File: config.mk
export PLATFORM = sky130hd
export DESIGN_NAME = apb_i2c_regif_flat
export DESIGN_NICKNAME = d
export VERILOG_FILES = /design/src/rtl/apb_i2c_regif_if.sv /design/src/rtl/apb_i2c_regif.sv /design/src/flat_wrapper.sv
export SDC_FILE = /design/constraint.sdc
export NUM_CORES = 1
export LEC_CHECK = 0
export ABC_CLOCK_PERIOD_IN_PS = 2740
export CAP_MARGIN = 20
export CORE_MARGIN = 2
export CORE_UTILIZATION = 35
export CTS_BUF_LIST = sky130_fd_sc_hd__clkbuf_4
export DETAILED_ROUTE_END_ITERATION = 16
export PLACE_DENSITY_LB_ADDON = 0.05
export RECOVER_POWER = 25
export SKIP_LAST_GASP = 1
export SLEW_MARGIN = 25
export SYNTH_ARGS = -nofsm -noshare
export SYNTH_HDL_FRONTEND = slang
export SYNTH_SLANG_ARGS = --single-unit
File: constraint.sdc
create_clock -name PCLK -period 2.74 [get_ports PCLK]
set_input_delay 0.548 -clock PCLK [delete_from_list [all_inputs] [get_ports PCLK]]
set_output_delay 0.548 -clock PCLK [all_outputs]
set_load 0.05 [all_outputs]
File: src/rtl/apb_i2c_regif_if.sv
// APB bus bundle between the fabric and the I2C register interface.
interface apb_i2c_regif_if #(
    parameter int ADDR_W = 8,
    parameter int DATA_W = 32
);
    logic              PSELx;
    logic              PENABLE;
    logic              PWRITE;
    logic [ADDR_W-1:0] PADDR;
    logic [DATA_W-1:0] PWDATA;
    logic [DATA_W-1:0] PRDATA;
    logic              PREADY;
    logic              PSLVERR;

    modport master (
        output PSELx, PENABLE, PWRITE, PADDR, PWDATA,
        input  PRDATA, PREADY, PSLVERR
    );

    modport slave (
        input  PSELx, PENABLE, PWRITE, PADDR, PWDATA,
        output PRDATA, PREADY, PSLVERR
    );
endinterface

File: src/rtl/apb_i2c_regif.sv
// APB slave register interface for the I2C controller: config registers,
// TX/RX FIFO handshakes with bounded wait states, sticky maskable interrupts.
//
// state  | meaning
// S_IDLE | no transfer pending, or a zero-wait access completing
// S_WAIT | FIFO access stalled on TX_READY / RX_VALID, wcnt counting
module apb_i2c_regif #(
    parameter int               ADDR_W   = 8,
    parameter int               DATA_W   = 32,
    parameter int               CFG_W    = 14,
    parameter logic [CFG_W-1:0] CFG_RST  = '0,
    parameter int               MAX_WAIT = 15
) (
    input  logic              PCLK,
    input  logic              PRESETn,
    apb_i2c_regif_if.slave    apb,
    output logic [DATA_W-1:0] TX_DATA,
    output logic              TX_VALID,
    input  logic              TX_READY,
    input  logic [DATA_W-1:0] RX_DATA,
    input  logic              RX_VALID,
    output logic              RX_READY,
    input  logic              TX_EMPTY,
    input  logic              ERROR,
    output logic [CFG_W-1:0]  CONFIG_REG,
    output logic [CFG_W-1:0]  TIMEOUT_REG,
    output logic              IRQ
);
    localparam logic [2:0] A_TX   = 3'd0;
    localparam logic [2:0] A_RX   = 3'd1;
    localparam logic [2:0] A_CFG  = 3'd2;
    localparam logic [2:0] A_TMO  = 3'd3;
    localparam logic [2:0] A_STAT = 3'd4;
    localparam logic [2:0] A_IEN  = 3'd5;
    localparam logic [2:0] A_IPD  = 3'd6;

    typedef enum logic {S_IDLE, S_WAIT} state_t;

    state_t            state;
    logic [7:0]        wcnt;
    logic [2:0]        int_en;
    logic [2:0]        int_pend;
    logic [2:0]        src_q;
    logic [2:0]        src;
    logic [2:0]        pend_set;
    logic [2:0]        pend_clr;
    logic [2:0]        sel;
    logic              access;
    logic              addr_ok;
    logic              bad;
    logic              tx_acc;
    logic              rx_acc;
    logic              reg_acc;
    logic              tmo;
    logic              wr_done;
    logic [DATA_W-1:0] rd_mux;
    logic              unused_addr;

    // Gating with PRESETn drops an in-flight transfer the moment reset asserts.
    assign access      = PRESETn & apb.PSELx & apb.PENABLE;
    assign sel         = apb.PADDR[4:2];
    assign addr_ok     = (apb.PADDR >> 5) == '0;
    assign unused_addr = ^apb.PADDR[1:0];

    always_comb begin
        bad = 1'b0;
        if (!addr_ok) begin
            bad = 1'b1;
        end else begin
            case (sel)
                A_TX:                       bad = !apb.PWRITE;
                A_RX, A_STAT:               bad = apb.PWRITE;
                A_CFG, A_TMO, A_IEN, A_IPD: bad = 1'b0;
                default:                    bad = 1'b1;
            endcase
        end
    end

    assign tx_acc  = access & !bad & (sel == A_TX);
    assign rx_acc  = access & !bad & (sel == A_RX);
    assign reg_acc = access & !bad & !tx_acc & !rx_acc;
    assign tmo     = (tx_acc | rx_acc) & (wcnt == 8'(MAX_WAIT));

    assign TX_DATA     = apb.PWDATA;
    assign TX_VALID    = tx_acc & !tmo;
    assign RX_READY    = rx_acc & !tmo;
    assign apb.PREADY  = access & (bad | reg_acc | tmo |
                                   (TX_VALID & TX_READY) | (RX_READY & RX_VALID));
    assign apb.PSLVERR = access & (bad | tmo);
    assign wr_done     = reg_acc & apb.PWRITE;

    always_comb begin
        rd_mux = '0;
        if (access && !apb.PWRITE && !bad && !tmo) begin
            case (sel)
                A_RX:    rd_mux = RX_DATA;
                A_CFG:   rd_mux = DATA_W'(CONFIG_REG);
                A_TMO:   rd_mux = DATA_W'(TIMEOUT_REG);
                A_STAT:  rd_mux[2:0] = {ERROR, RX_VALID, TX_READY};
                A_IEN:   rd_mux[2:0] = int_en;
                A_IPD:   rd_mux[2:0] = int_pend;
                default: rd_mux = '0;
            endcase
        end
    end
    assign apb.PRDATA = rd_mux;

    assign src      = {ERROR, RX_VALID, TX_EMPTY};
    assign pend_set = src & ~src_q;
    assign pend_clr = (wr_done && sel == A_IPD) ? apb.PWDATA[2:0] : 3'b000;

    always_ff @(posedge PCLK or negedge PRESETn) begin
        if (!PRESETn) begin
            state       <= S_IDLE;
            wcnt        <= '0;
            int_en      <= '0;
            int_pend    <= '0;
            src_q       <= '0;
            IRQ         <= 1'b0;
            CONFIG_REG  <= CFG_RST;
            TIMEOUT_REG <= CFG_RST;
        end else begin
            src_q    <= src;
            // A new edge wins over a simultaneous write-1-to-clear.
            int_pend <= (int_pend & ~pend_clr) | pend_set;
            IRQ      <= |(int_pend & int_en);

            if (wr_done) begin
                case (sel)
                    A_CFG:   CONFIG_REG  <= apb.PWDATA[CFG_W-1:0];
                    A_TMO:   TIMEOUT_REG <= apb.PWDATA[CFG_W-1:0];
                    A_IEN:   int_en      <= apb.PWDATA[2:0];
                    default: ;
                endcase
            end

            if (!apb.PSELx || apb.PREADY)
                wcnt <= '0;
            else if (tx_acc || rx_acc)
                wcnt <= wcnt + 8'd1;

            case (state)
                S_IDLE: if ((tx_acc || rx_acc) && !apb.PREADY) state <= S_WAIT;
                S_WAIT: if (apb.PREADY || !apb.PSELx)          state <= S_IDLE;
                default: state <= S_IDLE;
            endcase
        end
    end
endmodule

File: src/flat_wrapper.sv
// flat-port wrapper written by rule: the top's interface ports become plain ports
module apb_i2c_regif_flat 
#(
    parameter int               ADDR_W   = 8,
    parameter int               DATA_W   = 32,
    parameter int               CFG_W    = 14,
    parameter logic [CFG_W-1:0] CFG_RST  = '0,
    parameter int               MAX_WAIT = 15
)
  (PCLK, PRESETn, TX_DATA, TX_VALID, TX_READY, RX_DATA, RX_VALID, RX_READY, TX_EMPTY, ERROR, CONFIG_REG, TIMEOUT_REG, IRQ, apb_PSELx, apb_PENABLE, apb_PWRITE, apb_PADDR, apb_PWDATA, apb_PRDATA, apb_PREADY, apb_PSLVERR);
  apb_i2c_regif_if #(.ADDR_W(ADDR_W), .DATA_W(DATA_W)) apb_i ();
  input  logic PCLK;
  input  logic PRESETn;
  output logic [DATA_W-1:0] TX_DATA;
  output logic TX_VALID;
  input  logic TX_READY;
  input  logic [DATA_W-1:0] RX_DATA;
  input  logic RX_VALID;
  output logic RX_READY;
  input  logic TX_EMPTY;
  input  logic ERROR;
  output logic [CFG_W-1:0] CONFIG_REG;
  output logic [CFG_W-1:0] TIMEOUT_REG;
  output logic IRQ;
  input wire logic [$bits(apb_i.PSELx)-1:0] apb_PSELx;
  input wire logic [$bits(apb_i.PENABLE)-1:0] apb_PENABLE;
  input wire logic [$bits(apb_i.PWRITE)-1:0] apb_PWRITE;
  input wire logic [$bits(apb_i.PADDR)-1:0] apb_PADDR;
  input wire logic [$bits(apb_i.PWDATA)-1:0] apb_PWDATA;
  output wire logic [$bits(apb_i.PRDATA)-1:0] apb_PRDATA;
  output wire logic [$bits(apb_i.PREADY)-1:0] apb_PREADY;
  output wire logic [$bits(apb_i.PSLVERR)-1:0] apb_PSLVERR;
  assign apb_i.PSELx = apb_PSELx;
  assign apb_i.PENABLE = apb_PENABLE;
  assign apb_i.PWRITE = apb_PWRITE;
  assign apb_i.PADDR = apb_PADDR;
  assign apb_i.PWDATA = apb_PWDATA;
  assign apb_PRDATA = apb_i.PRDATA;
  assign apb_PREADY = apb_i.PREADY;
  assign apb_PSLVERR = apb_i.PSLVERR;
  apb_i2c_regif #(.ADDR_W(ADDR_W), .DATA_W(DATA_W), .CFG_W(CFG_W), .CFG_RST(CFG_RST), .MAX_WAIT(MAX_WAIT)) u_core (.PCLK(PCLK), .PRESETn(PRESETn), .apb(apb_i), .TX_DATA(TX_DATA), .TX_VALID(TX_VALID), .TX_READY(TX_READY), .RX_DATA(RX_DATA), .RX_VALID(RX_VALID), .RX_READY(RX_READY), .TX_EMPTY(TX_EMPTY), .ERROR(ERROR), .CONFIG_REG(CONFIG_REG), .TIMEOUT_REG(TIMEOUT_REG), .IRQ(IRQ));
endmodule
# After elaboration in Yosys (flattened, before gate mapping)
# Cells that the tools add are included.
# op_classes
n_reduce_logical	21
n_mux	8
add_sub_neg	1
n_eq_ne	7
bitwise	27
# op_table
cell	n
case mux 29 bit (3 select lines)	1
two-way mux 32 bit	1
case mux 3 bit (6 select lines)	1
two-way mux 8 bit	2
bitwise AND 1 bit	15
bitwise AND 3 bit	3
== test 3 bit, second input constant	3
adder 8 x 1 -> 8 bit, second input constant	1
== test 8 x 4 -> 1 bit, second input constant	1
zero test 8 bit	1
== test 3 x 2 -> 1 bit, second input constant	2
zero test 1 bit	6
NOT 3 bit	2
bitwise OR 1 bit	6
AND reduction 2 bit	3
logical AND 1 bit	4
OR reduction 4 bit	1
== test 3 x 1 -> 1 bit, second input constant	1
zero test 3 bit	1
two-way mux 3 bit	1
bitwise OR 3 bit	1
case mux 1 bit (3 select lines)	1
OR reduction 3 bit	1
logical OR 1 bit	2
other kinds (3)	3
# word_totals
inputBits	81
elab_cells	71
ff_bits	46
out_inout_bits	97

# Depth between registers and ports, before layout
# logic_depth
ltp_word	17
ltp_mapped	8
mapped_depth_nobuf	4

# Worst setup path after synthesis
# No wires, ideal clock.
# synth_timing
path_kind	input to output
from	in apb_PADDR[6]
to	out apb_PRDATA[0]
setup_slack_ps	-1032
arrival_ps	3224
required_time_ps	2192
stages	6
cell_sequence	or3_4 -> or3_1 -> buf_6 -> or4_4 -> buf_6 -> a211oi_1
# synth_via
elab_chain_cells	10
word_cells_on_any_way	12
cone_classes	mux: 2; bitwise: 5; reduce/logical: 5
# synth_lines
element	line_no	text
start, declared	flat_wrapper.sv:28	input wire logic [$bits(apb_i.PADDR)-1:0] apb_PADDR;
zero test 8 bit *	apb_i2c_regif.sv:62	assign addr_ok = (apb.PADDR >> 5) == '0;
two-way mux 1 bit *	apb_i2c_regif.sv:67	if (!addr_ok) begin
zero test 1 bit *	apb_i2c_regif.sv:79, apb_i2c_regif.sv:80, apb_i2c_regif.sv:94	
bitwise AND 1 bit	apb_i2c_regif.sv:79, apb_i2c_regif.sv:80	
bitwise AND 1 bit (on tied branches)	apb_i2c_regif.sv:79, apb_i2c_regif.sv:80	
bitwise OR 1 bit	apb_i2c_regif.sv:82	assign tmo = (tx_acc | rx_acc) & (wcnt == 8'(MAX_WAIT));
bitwise AND 1 bit	apb_i2c_regif.sv:82	
zero test 1 bit	apb_i2c_regif.sv:94	if (access && !apb.PWRITE && !bad && !tmo) begin
logical AND 1 bit *	apb_i2c_regif.sv:94	
two-way mux 32 bit *	apb_i2c_regif.sv:94	
end, declared	flat_wrapper.sv:30	output wire logic [$bits(apb_i.PRDATA)-1:0] apb_PRDATA;
# Every way passes the cells marked *; elsewhere a longest branch is shown, timed or not.

# Worst setup path in the final report
# layout_timing
from	in apb_PADDR[5]
to	out apb_PRDATA[0]
# Same word-level chain as after synthesis.

==> metrics.yaml <==
run_status:
  status: "complete, but fails checks"
  violations: "negative setup slack"
floorplan:
  core.rowCount: 33
  dieArea_sq_mm: 0.00929
  initial_utilization_pct: 36.2
  fp.dieW_um: 96.4
  core-area_sq_mm: 0.00826
  ioPinCount: 178
  die_y_um: 96.4
timing:
  worst_pin_slew_ns: 1.15
  hold_viol_final: 0
  slew_headroom_pct: 23.5
  final-setup-viol-count: 32
  drv_slew: 0
  fin_worst_skew_ns: 0.00623
  period_needed_ns: 2.98
  post-route-period-util_pct: 109
  fmax_mhz: 335
  rsz0062_at_grt: "yes"
  finalSetupTns_ns: -5.30
  fin_ws_ns: -0.245
place:
  dp_cells: 507
  place_congestion: 0.854
  port_buffers: 139
  dp_hpwl_mm: 7.07
detailed_routing:
  ant_nets: 0
  drt_first_pass_iters: 4
  wl_per_cell_um: 17.3
  initialDrtViolationCount: 118
  vias: 2769
  wirelength_mm: 9.00
  drc: 0
  via_per_inst: 5.33
setup_path:
  worstSetupStartpoint: "apb_PADDR[5]"
  crit_path_max_fanout: 4
  r2r_slack_ns: 0.92
  r2r-start: "u_core.wcnt[2]"
  critPathArrivalTime_ns: 2.44
  r2r-end: "u_core.wcnt[5]"
  worstSetupStartpointType: "primary input"
  criticalPathCategory: "in2out"
  crit_path_end_kind: "output pin"
  critical_path_required_ns: 2.19
  critPathCapture: "apb_PRDATA[0]"
  ff2ff_path_depth: 5
clock_tree:
  clock_sinks: 46
  cts_tree: "done"
  numCtsBuffers: 5
  clockRootBuffer: "clkbuf_4"
  cts-htree-levels: 2
  path_clk_slew_ns: 0.14
  clk_latency_ns: 0.36
  cts_buffer_depth: 2
global_route:
  track_usage_pct: 19.2
  grt_pass1_vias: 2793
  grt_max_degree: 47
  grt_pass1_wl_mm: 13.9
  grt_remaining_overflow: 0
  grt_antenna_before_repair: 0
synthesis:
  synth_edf_count: 0
  yosys_warnings: 0
  synth_area_sq_mm: 0.00299
  synth.avg_cell_area_sq_um: 10.7
  synth_cell_types: 44
  synthFlopType: "dfrtp_1"
  ys_seq_elements: 46
  async_flop_share_pct: 100
  yosysSeqAreaShare_pct: 38.5
  syn_nets: 360
  synthCells: 278
power:
  power_density_mw_per_mm2: 298
  max-vdd-ir-drop_v: 0.000204
  power.leakage_nw: 2.24
finish:
  area_delta_synth_final_pct: 72.6
  final_nets: 496
  mostFrequentLayoutCell: "clkdlybuf4s50_1"
  layout_common_cells: "clkdlybuf4s50_1, buf_4, dfrtp_1, mux2_2, buf_12"
  drive_gt1_share_pct: 47.7
  layout.cells.non_filler: 520
  fillers: 707
  diodes: 0
worst_hold_path:
  hold_depth: 2
  hp-class: "reg2reg"
job:
  cap_violations: 0
## final cells by class
cell class / instances / area [sq um] / share of cell area, %
multi-input cells: 176 / 1720 / 33.3
inverters: 5 / 18.8 / 0.364
well taps: 105 / 131 / 2.55
clock buffers: 5 / 37.5 / 0.728
repair buffers: 180 / 2050 / 39.8
clock inverters: 3 / 48.8 / 0.947
flip-flops and latches: 46 / 1150 / 22.4
## power by group
group	internal [mW]	switching, mW	leakage (nW)
Combinational	0.176	0.214	1.58
Sequential	0.693	0.00928	0.616
Clock	0.198	0.243	0.0433
Total	1.07	0.466	2.24
## synthesized netlist by cell type, types with 2 or more instances
library cell / instances / area, sq um
buf_6: 2 / 22.5
mux2i_1: 5 / 50.1
buf_4: 32 / 240
nand4_1: 7 / 43.8
nand2_1: 4 / 15.0
nor3_2: 8 / 80.1
a22oi_1: 19 / 143
a211oi_1: 2 / 15.0
nor4_1: 2 / 12.5
a221o_1: 3 / 30.0
or3_1: 2 / 12.5
nor3_1: 3 / 15.0
o31ai_1: 6 / 45.0
o21ai_0: 2 / 10.0
clkbuf_1: 14 / 52.6
or4_1: 6 / 45.0
nor2b_1: 8 / 50.1
a21oi_1: 2 / 10.0
dfrtp_1: 46 / 1150
and3_1: 22 / 138
mux2_2: 44 / 495
inv_1: 5 / 18.8
a221oi_1: 2 / 17.5
nor2_1: 7 / 26.3
nand3_1: 5 / 25.0
and4_1: 2 / 17.5
## registers in the layout, summed over array words and instances, names as in the netlist
register / flops
u_core.wcnt: 8
u_core.int_pend: 3
u_core.int_en: 3
u_core.IRQ: 1
u_core.TIMEOUT_REG: 14
u_core.CONFIG_REG: 14
u_core.src_q: 3
## routing by layer
metal / GRT usage, % / wire length, um / vias up
met5: 0 / 0 / -
li1: - / - / 1281
met2: 33.9 / 4350 / 128
met3: 5.66 / 937 / 11
met4: 3.99 / 89 / 0
met1: 23.4 / 3620 / 1349
## timing repair
action	CTS	global route
setup buffers	2	3
pin swaps	5	3
gates resized for setup	23	7
hold buffers	0	0
setup endpoints to repair	36	34
## worst max-delay path, stage by stage
cell,delay (ns)
buf_6,0.09
or3_4,0.39
or3_4,0.38
or4_4,0.47
buf_12,0.17
a211oi_4,0.21
buf_12,0.17
## stage by stage
stage	util (%)	cell area [sq um]	power (mW)	setup slack [ns]	hold slack, ns
2_1_floorplan	-	3200	0.986	-0.390	0.252
3_3_place_gp	60.4	4990	1.10	-0.559	0.510
3_5_place_dp	60.4	4990	1.11	-0.580	0.515
4_1_cts	61.9	5110	1.55	-0.402	0.333
5_1_grt	62.4	5150	1.60	-0.263	0.580
6_report	62.4	5150	1.53	-0.245	0.545
## cell families (layout without fill, tap and decap cells)
kind of cell    after synthesis  count (layout)  synth area share [%]
simple gates                 82              82                  18.6
buf+inv                      56             193                  12.1
mux                          50              50                  19.0
flops                        46              46                  38.5
compound gates               41              41                  10.6
xor+xnor                      2               2                 0.587
fa+ha+maj                     1               1                 0.419
## worst min path at each step
stage | start | endpoint | slack, ns
3_3_place_gp | u_core.TIMEOUT_REG[9] | u_core.TIMEOUT_REG[9] | 0.51
5_1_grt | u_core.TIMEOUT_REG[4] | u_core.TIMEOUT_REG[4] | 0.58
6_report | u_core.int_en[2] | u_core.IRQ | 0.54
2_1_floorplan | PRESETn | u_core.CONFIG_REG[0] | 0.25
4_1_cts | PRESETn | u_core.CONFIG_REG[3] | 0.33
3_5_place_dp | u_core.TIMEOUT_REG[8] | u_core.TIMEOUT_REG[8] | 0.52
No activity file was read; power rests on OpenSTA's default activity.
